File: config.mk
export PLATFORM = sky130hd
export DESIGN_NAME = fp_convert_unit
export DESIGN_NICKNAME = d
export VERILOG_FILES = /design/src/rtl/fp_convert_unit.sv
export SDC_FILE = /design/constraint.sdc
export NUM_CORES = 1
export LEC_CHECK = 0
export CAP_MARGIN = 20
export CORE_MARGIN = 8
export CORE_UTILIZATION = 55
export DETAILED_ROUTE_END_ITERATION = 7
export HOLD_SLACK_MARGIN = 0.02
export PLACE_DENSITY_LB_ADDON = 0.25
export SLEW_MARGIN = 20
export SYNTH_ARGS = -nofsm -noshare
export SYNTH_HDL_FRONTEND = slang
export SYNTH_SLANG_ARGS = --single-unit
export TNS_END_PERCENT = 100
File: constraint.sdc
create_clock -name clk -period 0.8 [get_ports clk]
set_input_delay 0.08 -clock clk [delete_from_list [all_inputs] [get_ports clk]]
set_output_delay 0.08 -clock clk [all_outputs]
set_load 0.05 [all_outputs]
File: src/rtl/fp_convert_unit.sv
// Converts a 12-bit two's-complement integer into an 8-bit S/E/F float
// (value = (-1)^S * F * 2^E). It rounds half-up on the magnitude, saturates
// out-of-range results, and registers the outputs with one cycle of latency.
module fp_convert_unit (
  input  logic        clk,
  input  logic        rst_n,
  input  logic [11:0] D,
  output logic        S,
  output logic [2:0]  E,
  output logic [3:0]  F
);

  typedef struct packed {
    logic       sgn;
    logic [2:0] exp;
    logic [3:0] frac;
  } fp8_t;

  logic [11:0] mag;
  logic [3:0]  lead;
  logic [2:0]  exp_raw;
  logic [11:0] shifted;
  logic        rnd;
  logic [4:0]  sum;
  fp8_t        conv;
  fp8_t        conv_q;

  // Negating -2048 wraps back to 0x800. That gives the only case with mag[11] set.
  assign mag = D[11] ? (12'd0 - D) : D;

  // NOTE: every variable assigned in always_comb gets a default first; a
  // path that leaves one unassigned infers a latch.
  always_comb begin
    lead = 4'd0;
    for (int i = 0; i < 12; i++) begin
      if (mag[i]) lead = 4'(i);
    end
  end

  // The exponent places the leading one at F[3]. A small magnitude with its
  // leading one at bit 3 or below uses E=0 and needs no rounding.
  always_comb begin
    exp_raw = 3'd0;
    if (lead >= 4'd10)
      exp_raw = 3'd7;
    else if (lead >= 4'd4)
      exp_raw = 3'(lead - 4'd3);
  end

  always_comb begin
    shifted = mag >> exp_raw;
    rnd     = 1'b0;
    if (exp_raw != 3'd0)
      rnd = mag[exp_raw - 3'd1];
    sum = {1'b0, shifted[3:0]} + {4'd0, rnd};
  end

  always_comb begin
    conv.sgn  = D[11];
    conv.exp  = exp_raw;
    conv.frac = sum[3:0];
    if (mag[11]) begin
      conv.exp  = 3'd7;
      conv.frac = 4'd15;
    end else if (sum[4]) begin
      // Rounding carried out of F. Renormalise to 1000 one exponent up, or
      // clamp to the largest value if the exponent is already at the top.
      if (exp_raw == 3'd7) begin
        conv.exp  = 3'd7;
        conv.frac = 4'd15;
      end else begin
        conv.exp  = exp_raw + 3'd1;
        conv.frac = 4'd8;
      end
    end
  end

  // NOTE: sequential state uses non-blocking assignments so that every
  // register samples its inputs from before the edge.
  always_ff @(posedge clk or negedge rst_n) begin
    if (!rst_n)
      conv_q <= '0;
    else
      conv_q <= conv;
  end

  assign S = conv_q.sgn;
  assign E = conv_q.exp;
  assign F = conv_q.frac;

endmodule

==> results.toml, run 1 <==
[placement]
hpwl_mm = 5.32
io_buffers = 21
dpl.cell_count = 314
gp_congestion = 0.975

[floorplan]
start_util_pct = 56.2
dieHeight_um = 68.1
rows = 19
ioPinCount = 22
fp.dieW_um = 68.1

[clocking]
cts_buffers = 3
ctsHoldBuffers = 0
cts_sinks = 8
cts-root-buf = "clkbuf_4"
cts_resized = 44
cts_setup_buffers = 8
cts_buffer_depth = 2
htree_levels = 1

[logic_synthesis]
synth_seq_area_share_pct = 13.4
synth_edf_count = 0
synth_common_cells = "a21oi_1, nor2_1, inv_1, mux2i_1, nand2_1"
syn_area_sq_um = 1500
synth_top_area_share_pct = 13.4
ys_types = 60
yosys.area.top_type = "dfrtp_1"
synth_cells = 186
synth_area_leaders = "dfrtp_1, mux2i_1, ha_1"
yosysWarnings = 0
yosys_register_bits = 8
syn_nets = 208
async_flop_share_pct = 100
synth_top_flop_cell = "dfrtp_1"
avgSynthCellArea_sq_um = 8.04

[run_status]
error = "[ERROR DPL-0033] detailed placement checks failed during check placement."
status = "did not finish"
stop_stage = "4_1_cts"
-- cell families after synthesis --
| logic type | Yosys count | share of synthesized area, % |
|---|---|---|
| compound gates | 66 | 33.4 |
| mux | 16 | 12.6 |
| simple gates | 50 | 18.4 |
| fa+ha+maj | 8 | 6.69 |
| xor+xnor | 13 | 7.62 |
| flops | 8 | 13.4 |
| buf+inv | 25 | 7.95 |
-- through the flow --
step                hold WS [ns]  setup TNS, ns  util, %  setup WS [ns]  instance area [sq um]
detailed placement         0.382         -27.73     94.9          -4.05                   2530
global placement           0.367         -25.38     94.9          -3.70                   2530
floorplan                 -0.216         -23.61        -          -3.47                   1630
==> run 2, diff against run 1 <==
--- a/config.mk
+++ b/config.mk
@@ -7,10 +7,9 @@
 export LEC_CHECK = 0
 export CAP_MARGIN = 20
 export CORE_MARGIN = 8
-export CORE_UTILIZATION = 55
+export CORE_UTILIZATION = 40
 export DETAILED_ROUTE_END_ITERATION = 7
-export HOLD_SLACK_MARGIN = 0.02
-export PLACE_DENSITY_LB_ADDON = 0.25
+export PLACE_DENSITY_LB_ADDON = 0.15
 export SLEW_MARGIN = 20
 export SYNTH_ARGS = -nofsm -noshare
 export SYNTH_HDL_FRONTEND = slang
==> run 2 against run 1 <==
The flow now finishes, with violations (negative setup slack). Area after synthesis unchanged. Synthesized cell count did not move.
==> results.toml, run 2 <==
[logic_synthesis]
synth-simple-area-share_pct = 18.4
synth_top_area_share_pct = 13.4
synthXorXnorAreaFrac_pct = 7.62
syn_area_sq_um = 1500
yosysWarnings = 0
synth_top_family_by_area = "compound AO/OA/AOI/OAI gates"
synth_top_flop_cell = "dfrtp_1"
synth_seq_area_share_pct = 13.4
synth_compound_area_share_pct = 33.4
async_flop_share_pct = 100
ys_types = 60
synth-adder-area-share_pct = 6.69
synth_common_cells = "a21oi_1, nor2_1, inv_1, mux2i_1, nand2_1"
synth_cells = 186
yosys.area.top_type = "dfrtp_1"
syn_nets = 208
yosys_register_bits = 8
synth_area_leaders = "dfrtp_1, mux2i_1, ha_1"
synth_mux_area_share_pct = 12.6
avgSynthCellArea_sq_um = 8.04
synth_edf_count = 0

[sta]
slew_violations = 0
layout_setup_ws_ns = -3.27
setup_violations = 15
fin_crit_ns = 4.07
rsz0062_at_grt = "true"
relSlewSlack_pct = 72.7
period_share_pct = 508
tns_ns = -22.88
max_freq_ghz = 0.246
finalHoldViolCount = 0
tightest_slew_ns = 0.406

[setup_path]
cpPeakStageDelay_ns = 0.50
crit_fanout = 4
cp-end-kind = "register"
crit_top_cell = "a21oi_2"
cp_cell_sequence = "buf_8 > inv_4 > ha_4 > or3b_4 > mux2i_2 > a32oi_2 > a21oi_2 > o21ai_1 > nand2_1 > ha_2 > a21oi_2 > a21oi_2 > a21oi_2 > nand2_4 > ha_4 > mux4_2 > nand2_1 > o21ai_1 > o31ai_1 > ha_2 > ha_4 > nand3_4 > a211o_1"
startpoint_type = "input port"
cpMaxStageDelayCell = "mux4_2"
crit_type = "in2reg"
critical_path_arrival_ns = 4.17
worstSetupStartpoint = "D[1]"
worstPathRequired_ns = 0.91

[finish]
drive_gt1_share_pct = 55.6
final_util_pct = 78.6
diodes = 0
final_common_cell = "buf_4"
area_delta_synth_final_pct = 91.0
nets = 319
final_cell_mix = "buf_4, nor2_1, mux2i_1"
largest_register_ff_count = 4
design_area_sq_um = 2860

[clocking]
htree_levels = 1
cts_buffers = 3
clk_pin_slew_ns = 0.04
ctsHoldBuffers = 0
cts_tree = "done"
cts-root-buf = "clkbuf_8"
cts_sinks = 8
cts_buffer_depth = 2

[power]
leakage_nw = 1.31
p_sw_mw = 1.81
clkPwrFrac_pct = 11.0
power_density_nw_per_um2 = 1520
p_int_mw = 2.51
seqPwrFrac_pct = 14.2
p_comb_share_pct = 74.8
irDropWorstVdd_v = 0.000535
switching_share_pct = 41.9

[detailed_routing]
ant_nets = 0
wl_per_cell_um = 16.9
drt_iter0_drc = 47
drt_first_pass_iters = 4
vias = 1967
drc = 0
avgViaCountPerCell = 5.73
wirelength_mm = 5.79

[run_status]
violations = "negative setup slack"
status = "finished with violations"

[global_routing]
gr-usage-all-layers_pct = 18.1
grt_antenna_before_repair = 0
grt_max_degree = 10
grt_overflow_total = 0
grt_pass1_wl_mm = 9.16
grt_pass1_vias = 2063

[floorplan]
rows = 22
die_area_sq_um = 5950
ioPinCount = 22
start_util_pct = 41.2
fp.dieW_um = 77.1
core-area_sq_um = 3630
dieHeight_um = 77.1

[placement]
hpwl_mm = 4.36
gp_congestion = 0.905
dpl_cell_area_sq_um = 2520
io_buffers = 21
place_ws_ns = -3.94

[min_path]
hp-class = "in2async"

[run]
drv_cap = 0
[run 2: cell counts after synthesis]
No cell type changed its count.
[run 2: cells by family after synthesis]
group | Yosys count
flip-flops | 8
adder cells (fa/ha/maj) | 8
XOR/XNOR | 13
AND/OR/NAND/NOR | 50
AO/OA/AOI/OAI | 66
multiplexers | 16
buffers and inverters | 25
[run 2: worst paths after layout]
check / to / slack (ns) / cells after the start
worst max-delay path: F[1] / -3.27 / 23
worst min-delay path: F[1] / 0.13 / 1
max in group asynchronous: F[0] / 0.41 / 1
min in group clk: S / 0.23 / 1
[run 2: timing repair]
item | in CTS | in global routing
pin swaps | 21 | 14
setup endpoints to repair | 15 | 15
resized for setup | 45 | 29
buffers inserted | 9 | 6
[run 2: layout make-up]
cell class	count	area [sq um]
Clock buffer	3	41.3
Timing Repair Buffer	118	1060
Inverter	13	61.3
Multi-Input combinational cell	153	1430
Sequential cell	8	200
Fill cell	240	778
Tap cell	48	60.1
[run 2: power by group through the flow]
stage	Clock [mW]	Combinational (mW)	Sequential [mW]
6_report	0.478	3.24	0.612
5_1_grt	0.507	3.42	0.623
4_1_cts	0.482	3.10	0.614
3_5_place_dp	0	3.00	0.617
3_3_place_gp	0	2.92	0.614
2_1_floorplan	0	1.26	0.944
[run 2: per-layer routing]
metal	share of wire, %	track usage, %
met1	37	17.9
met4	3.0	7.92
met3	4.7	3.61
met5	0	0
met2	55	35.1
[run 2: metrics by stage]
stage          hold slack, ns  power [mW]  std cells
2_1_floorplan          -0.216        2.20        186
3_3_place_gp            0.369        3.53        325
3_5_place_dp            0.384        3.62        325
4_1_cts                 0.148        4.19        337
5_1_grt                 0.164        4.55        343
6_report                0.130        4.33        343
[run 2: critical path: cells and delay by family]
kind | cells | cell delay [ns]
AO/OA/AOI/OAI | 9 | 1.47
adder cells (fa/ha/maj) | 5 | 1.04
buffers and inverters | 2 | 0.16
multiplexers | 2 | 0.67
AND/OR/NAND/NOR | 5 | 0.75
Power figures use the tool's default switching activity.
==> run 3, diff against run 2 <==
--- a/config.mk
+++ b/config.mk
@@ -9,7 +9,7 @@
 export CORE_MARGIN = 8
 export CORE_UTILIZATION = 40
 export DETAILED_ROUTE_END_ITERATION = 7
-export PLACE_DENSITY_LB_ADDON = 0.15
+export PLACE_DENSITY = 0.68
 export SLEW_MARGIN = 20
 export SYNTH_ARGS = -nofsm -noshare
 export SYNTH_HDL_FRONTEND = slang
==> constraint.sdc (replaced) <==
create_clock -name clk -period 0.8 [get_ports clk]
set_input_delay 0.08 -clock clk [delete_from_list [all_inputs] [get_ports clk]]
set_output_delay 0.08 -clock clk [all_outputs]
set_load 0.01 [all_outputs]
==> run 3 against run 2 <==
The run still ends with negative setup slack left. Wire length down 1.5%. Sequential share of layout area up 0.43 points. Global-route usage down 0.20 points. Cell count up 0.87%. Combinational power down 18%.
==> results.toml, run 3 (synthesized netlist as in run 2, its figures left out) <==
[run_status]
status = "finished with violations"
violations = "negative setup slack"

[detailed_routing]
avgViaCountPerCell = 5.73
drc = 0
ant_nets = 0
drt_iter0_drc = 75
wirelength_mm = 5.70
wl_per_cell_um = 16.5
vias = 1984
drt_first_pass_iters = 4

[setup_path]
crit_type = "in2reg"
cp_cell_sequence = "buf_6 > or4_4 > o31ai_4 > xnor2_2 > a311oi_2 > o21ai_1 > a21oi_2 > ha_4 > a21oi_2 > a21oi_2 > a21oi_2 > nand2_4 > ha_4 > mux4_2 > nand2_1 > o21ai_1 > o31ai_2 > ha_2 > ha_4 > nand3_4 > buf_6 > mux2i_2"
crit_fanout = 4
critical_path_arrival_ns = 4.11
crit_top_cell = "a21oi_2"
cp-end-kind = "register"
startpoint_type = "input port"
cpPeakStageDelay_ns = 0.56
cpMaxStageDelayCell = "or4_4"
critical_path_buf_inv_count = 2
critPathTopFamily = "compound AO/OA/AOI/OAI gates"
worstSetupStartpoint = "D[3]"
worst-path-stages = 22
worstPathRequired_ns = 0.90

[global_routing]
gr-usage-all-layers_pct = 17.9
grt_overflow_total = 0
grt_pass1_wl_mm = 9.00
grt_antenna_before_repair = 0
grt_pass1_vias = 2070
grt_max_degree = 11

[finish]
largest_register_ff_count = 4
drive_gt1_share_pct = 56.0
nets = 322
final_common_cell = "buf_4"
design_area_sq_um = 2690
diodes = 0
area_delta_synth_final_pct = 80.0
final_cell_mix = "buf_4, nor2_1, nand2_1, mux2i_1"

[sta]
rsz0062_at_grt = "true"
tightest_slew_ns = 0.546
period_share_pct = 501
finalHoldViolCount = 0
setup_violations = 8
relSlewSlack_pct = 63.5
layout_setup_ws_ns = -3.21
fin_crit_ns = 4.01
max_freq_ghz = 0.250
slew_violations = 0

[clocking]
cts-root-buf = "clkbuf_8"
cts_buffer_depth = 2
cts_tree = "done"
htree_levels = 1
ctsHoldBuffers = 0
clk_pin_slew_ns = 0.04
cts_buffers = 3
cts_sinks = 8

[floorplan]
fp.dieW_um = 77.1
rows = 22
die_area_sq_um = 5950
core-area_sq_um = 3630
start_util_pct = 41.2
dieHeight_um = 77.1
ioPinCount = 22

[placement]
io_buffers = 21
place_ws_ns = -3.89
dpl_cell_area_sq_um = 2420
gp_congestion = 0.921
hpwl_mm = 4.45

[min_path]
hp-class = "in2async"

[run]
drv_cap = 0

[power]
irDropWorstVdd_v = 0.000448
power_density_nw_per_um2 = 1370
leakage_nw = 1.22
run 3: changes by cell type in the layout (fill, tap and decap cells not counted), sizes merged:
cell	previous run	this run
dlymetal6s2s	1	0
clkinv	1	0
buf	110	114
inv	12	13
clkdlybuf4s50	3	4
clkdlybuf4s15	1	0
run 3: cell type report:
class,instances,area (sq um)
clock buffer,3,41.3
fill,266,942
inverter,13,53.8
multi-input combinational,153,1410
sequential,8,200
tap,48,60.1
timing repair buffer,121,926
run 3: metrics by stage:
step / power, mW / hold slack (ns) / std cells / setup TNS [ns] / utilization, %
after floorplan: 1.87 / -0.216 / 186 / -23.61 / -
after global placement: 2.87 / 0.365 / 325 / -26.72 / 66.7
after detailed placement: 2.97 / 0.374 / 325 / -27.67 / 66.7
after CTS: 3.49 / 0.130 / 343 / -22.20 / 70.5
after global routing: 3.94 / 0.155 / 346 / -24.15 / 74.1
final: 3.70 / 0.127 / 346 / -22.12 / 74.1
run 3: final timing paths:
path / endpoint
max in group asynchronous: E[1]
worst max-delay path: E[1]
min in group clk: S
worst min-delay path: F[0]
run 3: routing by layer:
| metal | track usage, % | vias to the layer above | routed length (um) |
|---|---|---|---|
| li1 | - | 938 | - |
| met1 | 16.4 | 951 | 2100 |
| met4 | 9.62 | 0 | 205 |
| met2 | 36.4 | 72 | 3130 |
| met3 | 2.45 | 23 | 267 |
| met5 | 0 | - | 0 |
run 3: report_power, final:
group	internal [mW]	switching, mW	total [mW]
registers	0.516	0.0341	0.550
clock network	0.326	0.165	0.492
logic	1.41	1.25	2.65
run 3: repair_timing:
action / in CTS / in global routing
buffers inserted: 15 / 4
setup endpoints to repair: 15 / 14
pin swaps: 19 / 21
gates resized for setup: 71 / 22
